`src/rtl/code_counter.sv`:
```
// code_counter: dual-channel event counter, channel 1 prescaled by DIV
module code_counter #(
  parameter int WIDTH = 64,
  parameter int DIV   = 4
) (
  input  logic             Clk,
  input  logic             Reset,
  input  logic             Slt,
  input  logic             En,
  output logic [WIDTH-1:0] Output0,
  output logic [WIDTH-1:0] Output1
);
  localparam int PW = DIV > 1 ? $clog2(DIV) : 1;
  logic [PW-1:0]    r_pre;
  logic [WIDTH-1:0] r_cnt0, r_cnt1;
  logic             w_wrap;
  assign w_wrap  = r_pre == PW'(DIV - 1);
  assign Output0 = r_cnt0;
  assign Output1 = r_cnt1;
  // prescaler only advances on Slt=1 and keeps its partial value otherwise
  always_ff @(posedge Clk or negedge Reset)
    if (!Reset) begin
      r_pre  <= '0;
      r_cnt0 <= '0;
      r_cnt1 <= '0;
    end else if (En) begin
      if (Slt) begin
        r_pre <= w_wrap ? '0 : r_pre + 1'b1;
        if (w_wrap) r_cnt1 <= r_cnt1 + 1'b1;
      end else
        r_cnt0 <= r_cnt0 + 1'b1;
    end
endmodule

```
`config.mk`:
```
export PLATFORM = sky130hd
export DESIGN_NAME = code_counter
export DESIGN_NICKNAME = d
export VERILOG_FILES = /design/src/rtl/code_counter.sv
export SDC_FILE = /design/constraint.sdc
export NUM_CORES = 1
export LEC_CHECK = 0
export BUFFER_PORTS_ARGS = -buffer_cell sky130_fd_sc_hd__clkbuf_2
export CAP_MARGIN = 10
export CORE_AREA = 2 2 106 129
export DETAILED_ROUTE_END_ITERATION = 6
export DIE_AREA = 0 0 108 131
export PLACE_DENSITY = 0.76
export SLEW_MARGIN = 20
export SYNTH_ARGS = -nofsm -noshare
export SYNTH_HDL_FRONTEND = slang
export SYNTH_SLANG_ARGS = --single-unit
```
`constraint.sdc`:
```
create_clock -name Clk -period 2 [get_ports Clk]
set_input_delay 0.4 -clock Clk [delete_from_list [all_inputs] [get_ports Clk]]
set_output_delay 0.4 -clock Clk [all_outputs]
set_load 0.02 [all_outputs]
```
==> results.py, run 1 <==
metrics = {
    "global_routing": {
        "gr-total-overflow": 0,
        "grt_max_degree": 63,
        "grt_use_total_pct": 22.56,
        "antenna_found_initial": 0,
        "grt_first_pass_wirelength_um": 25070,
        "grt_pass1_vias": 5160,
    },
    "critical_path": {
        "worstSetupEndpointType": "register",
        "crit_slowest_cell": "or4_4",
        "crit_top_cell": "or4_4",
        "cp_num_buf_inv": 0,
        "cp_max_fo": 3,
        "r2r_slack_ns": -0.002,
        "path_class": "reg2reg",
        "slowest_delay_ns": 0.51,
        "critPathLaunch": "Output0[50]",
        "reg2reg_to": "Output0[58]",
        "rr_startpoint": "Output0[50]",
        "worstRegToRegCells": 5,
        "worstPathArrival_ns": 2.33,
        "cp.required_ns": 2.33,
        "path_cells": "nand3_2 -> or4_4 -> or4_4 -> nor4_4 -> xor2_1",
        "start_kind": "register",
        "path_delay_family": "simple AND/OR/NAND/NOR gates",
    },
    "place": {
        "io_buffers": 131,
        "place_inst": 927,
        "place_congestion": 0.8335,
        "dp_hpwl_um": 11470,
    },
    "clock_network": {
        "cts_hold_buf": 0,
        "clock-sinks": 130,
        "clk_latency_ns": 0.42,
        "tritoncts": "built",
        "cts_buffer_depth": 2,
        "htreeDepth": 4,
        "clockRootBuffer": "clkbuf_16",
        "cts_buffers": 17,
        "clk_pin_slew_ns": 0.06,
    },
    "power_and_ir_drop": {
        "leakage_nw": 4.444,
        "peakVddDrop_mv": 0.7212,
        "power_density_nw_per_um2": 801.2,
    },
    "logic_synthesis": {
        "netlist_area_um2": 6332,
        "ys_types": 35,
        "ys_ff_latch": 130,
        "synthCells": 571,
        "ys_top_cells_by_area": "dfrtp_1, xor2_1, xnor2_1",
        "synth_common_cells": "dfrtp_1, xor2_1, xnor2_1",
        "synth_edf_count": 0,
        "synthArstFlopShare_pct": 100.0,
        "synth_top_cell_by_area": "dfrtp_1",
        "yosys.cell_count.top_type": "dfrtp_1",
        "ys.flop_type": "dfrtp_1",
        "synth_fp_nets": 578,
        "syn_area_per_cell_um2": 11.09,
        "synth_top_area_share_pct": 51.37,
        "ys_warn_count": 0,
        "yosysSeqAreaShare_pct": 51.37,
    },
    "finish": {
        "diodes": 0,
        "area.growth.synth_to_final_pct": 37.76,
        "drive_above_1_share_pct": 40.56,
        "nNetsFinal": 810,
        "stdcell_count": 984,
    },
    "sta": {
        "final-setup-viol-count": 1,
        "fin_crit_ns": 2.002,
        "fmaxAchievable_mhz": 499.4,
        "rsz0062_at_grt": "true",
        "fin_crit_sh_pct": 100.1,
        "finalHoldViolCount": 3,
        "skew_ns": 0.01008,
        "relSlewSlack_pct": 68.01,
        "setup_ws_ns": -0.002252,
        "holdWs_ns": -0.006905,
        "fin_tns_setup_ns": -0.002252,
        "worst_slew_pin_slew_ns": 0.4799,
        "report.final.slew_viol_count": 0,
    },
    "detailed_routing": {
        "drt-met1-wl_um": 6727,
        "drc_errors": 0,
        "vias": 5243,
        "dr.max_layer_used": "met4",
        "routedWlPerCell_um": 16.74,
        "via_per_inst": 5.328,
        "dr_wl_met2_um": 8673,
        "drt_iter0_drc": 286,
        "final_antenna_net_count": 0,
        "drtPass1Iterations": 4,
        "wl_um": 16470,
        "met3_length_um": 705,
    },
    "die": {
        "num_rows": 46,
        "die_y_um": 131,
        "initial_core_util_pct": 48.90,
        "die_w_um": 108,
        "io_pins": 132,
        "fp.coreArea_um2": 12950,
        "die-area_um2": 14150,
    },
    "worst_hold_path": {
        "min_path_type": "in2async",
    },
    "outcome": {
        "violations": "negative hold slack, negative setup slack",
        "status": "finished with violations",
    },
    "run": {
        "maxCapViolCount": 0,
    },
}
-- worst max-delay path by stage --
| stage | depth (start not counted) | to |
|---|---|---|
| 2_1_floorplan | 7 | Output0[62] |
| 3_3_place_gp | 6 | Output0[52] |
| 3_5_place_dp | 5 | Output0[58] |
| 4_1_cts | 5 | Output0[58] |
| 5_1_grt | 7 | Output0[58] |
| 6_report | 5 | Output0[58] |
-- metal layers --
metal	track usage (%)	up-vias
met5	0	-
met4	9.502	0
met3	4.960	28
met2	38.51	135
met1	27.70	2639
li1	-	2441
-- power by group --
part / internal [mW] / switching [mW] / leakage (nW)
clock: 2.35 / 1.15 / 0.325
sequential: 2.74 / 0.112 / 1.67
combinational: 0.276 / 0.356 / 2.45
total: 5.37 / 1.62 / 4.44
-- cells in the final DEF, fill, tap and decap left out, types with 12 or more instances in the layout --
cell	n
nand2_1	49
xnor2_1	60
clkbuf_2	130
xor2_1	66
nand4_1	34
and3_1	15
nor2_1	37
nand3_1	30
nor4_2	12
clkbuf_16	17
dfrtp_1	117
nor3_1	19
nor3_2	16
dfrtp_2	13
nor4_4	12
inv_1	29
buf_4	85
-- stage by stage --
stage	cell area, µm²	hold WS, ns	setup slack [ns]	util, %	power (mW)
after floorplan	6347	0.1044	-0.005119	-	3.178
after global placement	7654	0.4471	0.04283	59.10	3.452
after detailed placement	7654	0.4572	0.009282	59.10	3.483
after CTS	8346	0.01568	0.002449	64.44	6.989
after global routing	8723	0.01646	-0.08532	67.36	7.243
final	8723	-0.006905	-0.002252	67.36	6.989
-- cell families (layout without fill, tap and decap cells) --
| logic type | after synthesis | in the layout | synth area share [%] |
|---|---|---|---|
| compound gates | 1 | 1 | 0.1186 |
| simple gates | 270 | 271 | 27.19 |
| flops | 130 | 130 | 51.37 |
| buf+inv | 38 | 282 | 2.766 |
| mux | 3 | 3 | 0.5335 |
| xor+xnor | 126 | 126 | 17.43 |
| fa+ha+maj | 3 | 3 | 0.5928 |
-- registers in the layout (all words and copies together), names as in the netlist --
name,flops
Output0,64
r_pre,2
Output1,64
-- final cells by class --
| type | instances | area, µm² |
|---|---|---|
| clock buffers | 24 | 491.7 |
| well taps | 168 | 210.2 |
| clock inverters | 8 | 172.7 |
| flip-flops and latches | 130 | 3269 |
| inverters | 30 | 112.6 |
| fillers | 978 | 4227 |
| multi-input cells | 404 | 3105 |
| repair buffers | 220 | 1361 |
-- repair_timing --
item / CTS / global route
resized for setup: 2 / 41
gates cloned: 0 / 1
pin swaps: 0 / 18
buffers inserted: 2 / 22
setup endpoints to repair: 3 / 45
Note: power is estimated with default switching activity, not from simulation.
==> run 2, diff against run 1 <==
- ABC_AREA: not set -> 1
- CORE_AREA: 2 2 106 129 -> 2 2 114 138
- DIE_AREA: 0 0 108 131 -> 0 0 116 140
==> results.py, run 2 <==
metrics = {
    "clock_network": {
        "cts_buffer_depth": 2,
        "clockRootBuffer": "clkbuf_16",
        "clk_latency_ns": 0.42,
        "tritoncts": "built",
        "cts_buffers": 17,
        "clk_pin_slew_ns": 0.06,
        "htreeDepth": 4,
        "clock-sinks": 130,
        "post-cts-setup-buffers": 0,
    },
    "finish": {
        "stdcell_count": 1383,
        "nNetsFinal": 1173,
        "diodes": 0,
        "area.growth.synth_to_final_pct": 23.00,
        "final_common_cell": "nand2_1",
        "final_cell_mix": "nand2_1, nor2_1, dfrtp_1, clkbuf_2, inv_1",
        "n_fill_cell": 1346,
        "drive_above_1_share_pct": 19.59,
        "fin_area_um2": 9240,
    },
    "detailed_routing": {
        "drtPass1Iterations": 4,
        "vias": 7017,
        "drc_errors": 0,
        "drt_iter0_drc": 422,
        "final_antenna_net_count": 0,
        "wl_um": 20660,
        "routedWlPerCell_um": 14.94,
        "via_per_inst": 5.074,
    },
    "place": {
        "place_congestion": 0.9527,
        "dp_hpwl_um": 16370,
        "placed_cell_area_um2": 8587,
        "place_inst": 1350,
        "io_buffers": 131,
    },
    "sta": {
        "fin_tns_setup_ns": 0,
        "fin_crit_sh_pct": 92.13,
        "fmaxAchievable_mhz": 542.7,
        "fin_crit_ns": 1.843,
        "finalHoldViolCount": 0,
        "final-setup-viol-count": 0,
        "skew_ns": 0.006894,
        "rsz0062_at_grt": "false",
        "worst_slew_pin_slew_ns": 0.4229,
        "report.final.slew_viol_count": 0,
        "relSlewSlack_pct": 71.70,
    },
    "logic_synthesis": {
        "ys_types": 32,
        "synthArstFlopShare_pct": 100.0,
        "synth_common_cells": "nand2_1, nor2_1, dfrtp_1",
        "yosysSeqAreaShare_pct": 43.30,
        "ys_top_cells_by_area": "dfrtp_1, nand2_1, nor2_1",
        "netlist_area_um2": 7512,
        "ys.flop_type": "dfrtp_1",
        "synth_top_cell_by_area": "dfrtp_1",
        "ys_warn_count": 0,
        "syn_area_per_cell_um2": 7.527,
        "synthCells": 998,
        "synth_fp_nets": 1005,
        "synth_top_area_share_pct": 43.30,
        "synth_edf_count": 0,
        "yosys.cell_count.top_type": "nand2_1",
        "ys_ff_latch": 130,
    },
    "critical_path": {
        "worstSetupEndpointType": "register",
        "crit_end": "Output1[52]",
        "worstRegToRegCells": 11,
        "cp.required_ns": 2.31,
        "rr_startpoint": "r_pre[0]",
        "cp_max_fo": 9,
        "r2r_slack_ns": 0.16,
        "start_kind": "register",
        "critPathLaunch": "r_pre[0]",
        "reg2reg_to": "Output1[52]",
        "path_class": "reg2reg",
        "worstPathArrival_ns": 2.15,
    },
    "die": {
        "fp.coreArea_um2": 14840,
        "die-area_um2": 16240,
        "die_w_um": 116,
        "initial_core_util_pct": 50.63,
        "io_pins": 132,
        "num_rows": 49,
        "die_y_um": 140,
    },
    "power_and_ir_drop": {
        "leakage_nw": 4.362,
        "peakVddDrop_mv": 0.8609,
        "power_density_nw_per_um2": 734.8,
    },
    "global_routing": {
        "grt_pass1_vias": 6887,
        "grt_first_pass_wirelength_um": 33780,
        "grt_max_degree": 36,
        "grt_use_total_pct": 26.92,
        "antenna_found_initial": 0,
        "gr-total-overflow": 0,
    },
    "run": {
        "maxCapViolCount": 0,
    },
    "outcome": {
        "status": "complete, no violations",
    },
    "worst_hold_path": {
        "min_path_type": "in2reg",
    },
}
## run 2: worst min-delay path by stage
stage | start | end | cells past startpoint
2_1_floorplan | Reset | Output0[0] | 0
3_3_place_gp | Reset | Output1[11] | 1
3_5_place_dp | Reset | Output1[9] | 1
4_1_cts | En | r_pre[0] | 3
5_1_grt | En | r_pre[0] | 3
6_report | En | r_pre[0] | 3
## run 2: repair_timing
action                     in CTS  in global routing
resized for setup               0                  5
hold endpoints to repair       19                  0
hold buffers                    1                  0
setup endpoints to repair       0                  5
## run 2: cells by family (layout without fill, tap and decap cells)
family	Yosys count	after routing	synth area share, %
and+or+nand+nor	647	647	38.37
DFF	130	130	43.30
buffers and inverters	114	295	5.846
xor gates and xnor gates	98	98	11.43
AOI/OAI and AO/OA	5	5	0.3997
adders and majority gates	3	3	0.4997
muxes	1	1	0.1499
## run 2: report_power, final
| group | leakage [nW] | switching (mW) | internal [mW] | total [mW] |
|---|---|---|---|---|
| logic | 2.32 | 0.389 | 0.192 | 0.582 |
| clock network | 0.299 | 1.17 | 2.18 | 3.35 |
| registers | 1.74 | 0.124 | 2.74 | 2.86 |
## run 2: routing by layer
metal | global-route usage (%) | up-vias | share of wire [%]
met5 | 0 | - | 0
met4 | 14.41 | 0 | 4.6
met3 | 5.063 | 66 | 5.1
met2 | 46.51 | 258 | 51
met1 | 31.20 | 3246 | 40
li1 | - | 3447 | -
## run 2: layout make-up
class / count / area, µm² / area share [%]
Inverter: 112 / 420.4 / 4.550
Clock buffer: 23 / 478.0 / 5.173
Multi-Input combinational cell: 754 / 3832 / 41.48
Timing Repair Buffer: 151 / 848.3 / 9.181
Sequential cell: 130 / 3253 / 35.21
Clock inverter: 9 / 152.6 / 1.652
Tap cell: 204 / 255.2 / 2.762
## run 2: worst max-delay path: stages, from the launching register on
cell     delay (ns)
dfrtp_1        0.35
ha_1           0.21
inv_1          0.09
nor2_4         0.28
buf_4          0.19
nand2_1        0.07
nor2_1         0.10
inv_1          0.04
nor2_1         0.18
nand3_1        0.10
nand2_1        0.07
nand2_1        0.05
## run 2: through the flow
step	setup slack (ns)	hold slack [ns]	power, mW	util, %
after global routing	0.006165	0.3620	7.043	62.28
after global placement	0.1639	0.3378	3.471	57.88
after floorplan	0.2896	0.1044	3.241	-
final	0.1573	0.3516	6.790	62.28
after CTS	0.1023	0.3514	6.845	62.19
after detailed placement	0.1322	0.3336	3.485	57.88
==> run 3, diff against run 2 <==
- CORE_AREA: 2 2 114 138 -> 2 2 129 156
- DIE_AREA: 0 0 116 140 -> 0 0 131 158
- MAX_ROUTING_LAYER: not set -> met4
- PLACE_DENSITY: 0.76 -> not set
- TNS_END_PERCENT: not set -> 30
==> results.py, run 3 (same netlist as run 2, synthesis figures left out) <==
metrics = {
    "place": {
        "place_inst": 1408,
        "place_congestion": 0.9399,
        "io_buffers": 131,
        "dp_hpwl_um": 17620,
    },
    "clock_network": {
        "tritoncts": "built",
        "clock-sinks": 130,
        "cts_buffer_depth": 2,
        "cts_buffers": 17,
        "clk_latency_ns": 0.43,
        "post-cts-setup-buffers": 0,
        "clk_pin_slew_ns": 0.06,
        "clockRootBuffer": "clkbuf_16",
        "htreeDepth": 4,
    },
    "detailed_routing": {
        "drt_iter0_drc": 443,
        "drc_errors": 0,
        "vias": 6987,
        "wl_um": 22000,
        "routedWlPerCell_um": 15.28,
        "via_per_inst": 4.852,
        "drtPass1Iterations": 7,
        "final_antenna_net_count": 0,
    },
    "power_and_ir_drop": {
        "clkPwrFrac_pct": 47.8,
        "intPower_mw": 4.870,
        "peakVddDrop_mv": 0.5374,
        "p_comb_share_pct": 8.7,
        "seqPwrFrac_pct": 43.5,
        "power_density_nw_per_um2": 711.8,
        "p_sw_mw": 1.715,
        "swShare_pct": 26.04,
        "leakage_nw": 4.348,
    },
    "finish": {
        "final_common_cell": "nand2_1",
        "drive_above_1_share_pct": 19.42,
        "nNetsFinal": 1174,
        "stdcell_count": 1440,
        "diodes": 0,
        "area.growth.synth_to_final_pct": 23.15,
        "final_cell_mix": "nand2_1, nor2_1, dfrtp_1, clkbuf_2, inv_1",
    },
    "sta": {
        "finalHoldViolCount": 0,
        "report.final.slew_viol_count": 0,
        "fin_crit_ns": 1.827,
        "rsz0062_at_grt": "false",
        "fin_crit_sh_pct": 91.36,
        "worst_slew_pin_slew_ns": 0.3525,
        "fin_tns_setup_ns": 0,
        "final-setup-viol-count": 0,
        "fmaxAchievable_mhz": 547.3,
        "relSlewSlack_pct": 76.29,
        "skew_ns": 0.008843,
        "holdWs_ns": 0.3505,
    },
    "global_routing": {
        "grt_pass1_vias": 6749,
        "grt_first_pass_wirelength_um": 34490,
        "met2_usage_pct": 40.09,
        "grt_max_degree": 43,
        "gr-total-overflow": 0,
        "busiest_layer": "met2",
        "use_met3_pct": 3.143,
        "grt_use_total_pct": 22.60,
        "use_met1_pct": 25.34,
        "antenna_found_initial": 0,
    },
    "worst_hold_path": {
        "hold_path.startpoint": "En",
        "hold_depth": 3,
        "min_path_type": "in2reg",
        "hold_end": "r_pre[0]",
    },
    "critical_path": {
        "worstSetupEndpointType": "register",
        "start_kind": "register",
        "crit_slowest_cell": "dfrtp_1",
        "cp.required_ns": 2.33,
        "crit_top_cell": "nand2_1",
        "worstRegToRegCells": 9,
        "worstPathArrival_ns": 2.15,
        "slowest_delay_ns": 0.46,
        "cp_max_fo": 6,
        "path_class": "reg2reg",
        "reg2reg_to": "Output1[59]",
        "rr_startpoint": "Output1[2]",
        "r2r_slack_ns": 0.17,
        "path_cells": "nand2_1 -> nor2_1 -> nand2_1 -> nor2_1 -> nand3_1 -> nor2_2 -> nand3_1 -> nand2_1 -> inv_1",
    },
    "die": {
        "die_w_um": 131,
        "fp.coreArea_um2": 19270,
        "die-area_um2": 20700,
        "io_pins": 132,
        "die_y_um": 158,
        "initial_core_util_pct": 38.99,
        "num_rows": 56,
    },
    "outcome": {
        "status": "complete, no violations",
    },
    "run": {
        "maxCapViolCount": 0,
    },
}
-- run 3: changes by cell type in the layout (fill, tap and decap cells not counted), sizes merged --
cell      change
buf           +1
clkbuf        -6
clkinvlp      -2
clkinv        +8
bufinv        -1
-- run 3: power groups by stage --
stage	Combinational [mW]	Clock (mW)	Sequential, mW
6_report	0.570	3.15	2.86
3_3_place_gp	0.575	0	2.91
5_1_grt	0.638	3.32	2.88
2_1_floorplan	0.247	0	2.99
4_1_cts	0.582	3.20	2.87
3_5_place_dp	0.577	0	2.91
-- run 3: how the worst max path moves through the flow --
stage | from | end | slack [ns]
3_5_place_dp | En | Output0[60] | 0.12
2_1_floorplan | Output0[0] | Output0[46] | 0.29
4_1_cts | Output0[0] | Output0[50] | 0.15
6_report | Output1[2] | Output1[59] | 0.17
3_3_place_gp | En | Output0[60] | 0.14
5_1_grt | Output0[0] | Output0[60] | 0.03
-- run 3: critical path, delay by kind of cell, from the launching register on --
kind                   cells  cell delay, ns
buffers and inverters      1            0.03
DFF                        1            0.46
and+or+nand+nor            8            1.23
-- run 3: cell type report --
cell class	count	area [µm²]
clock buffer	17	425.4
clock inverter	14	166.4
fill	1944	10020
inverter	112	420.4
multi-input combinational	754	3825
sequential	130	3253
tap	261	326.6
timing repair buffer	152	834.6
-- run 3: per-stage QoR --
| stage | area, µm² | worst slack [ns] | power, mW | util (%) |
|---|---|---|---|---|
| after floorplan | 7512 | 0.2896 | 3.241 | - |
| after global placement | 8645 | 0.1432 | 3.482 | 44.86 |
| after global routing | 9251 | 0.03208 | 6.843 | 48.01 |
| after detailed placement | 8645 | 0.1205 | 3.490 | 44.86 |
| final | 9251 | 0.1728 | 6.585 | 48.01 |
| after CTS | 9246 | 0.1517 | 6.644 | 47.99 |
-- run 3: per-layer routing --
metal | up-vias | routed length, µm
met5 | - | 0
met1 | 3271 | 8922
met2 | 214 | 11440
met4 | 0 | 741
li1 | 3456 | -
met3 | 46 | 900
-- run 3: repair_timing --
item                                    in CTS  in global routing
gates resized for setup                      0                  1
endpoints found under the setup margin       0                  1
hold buffers                                 1                  0
hold endpoints to repair                    28                  0
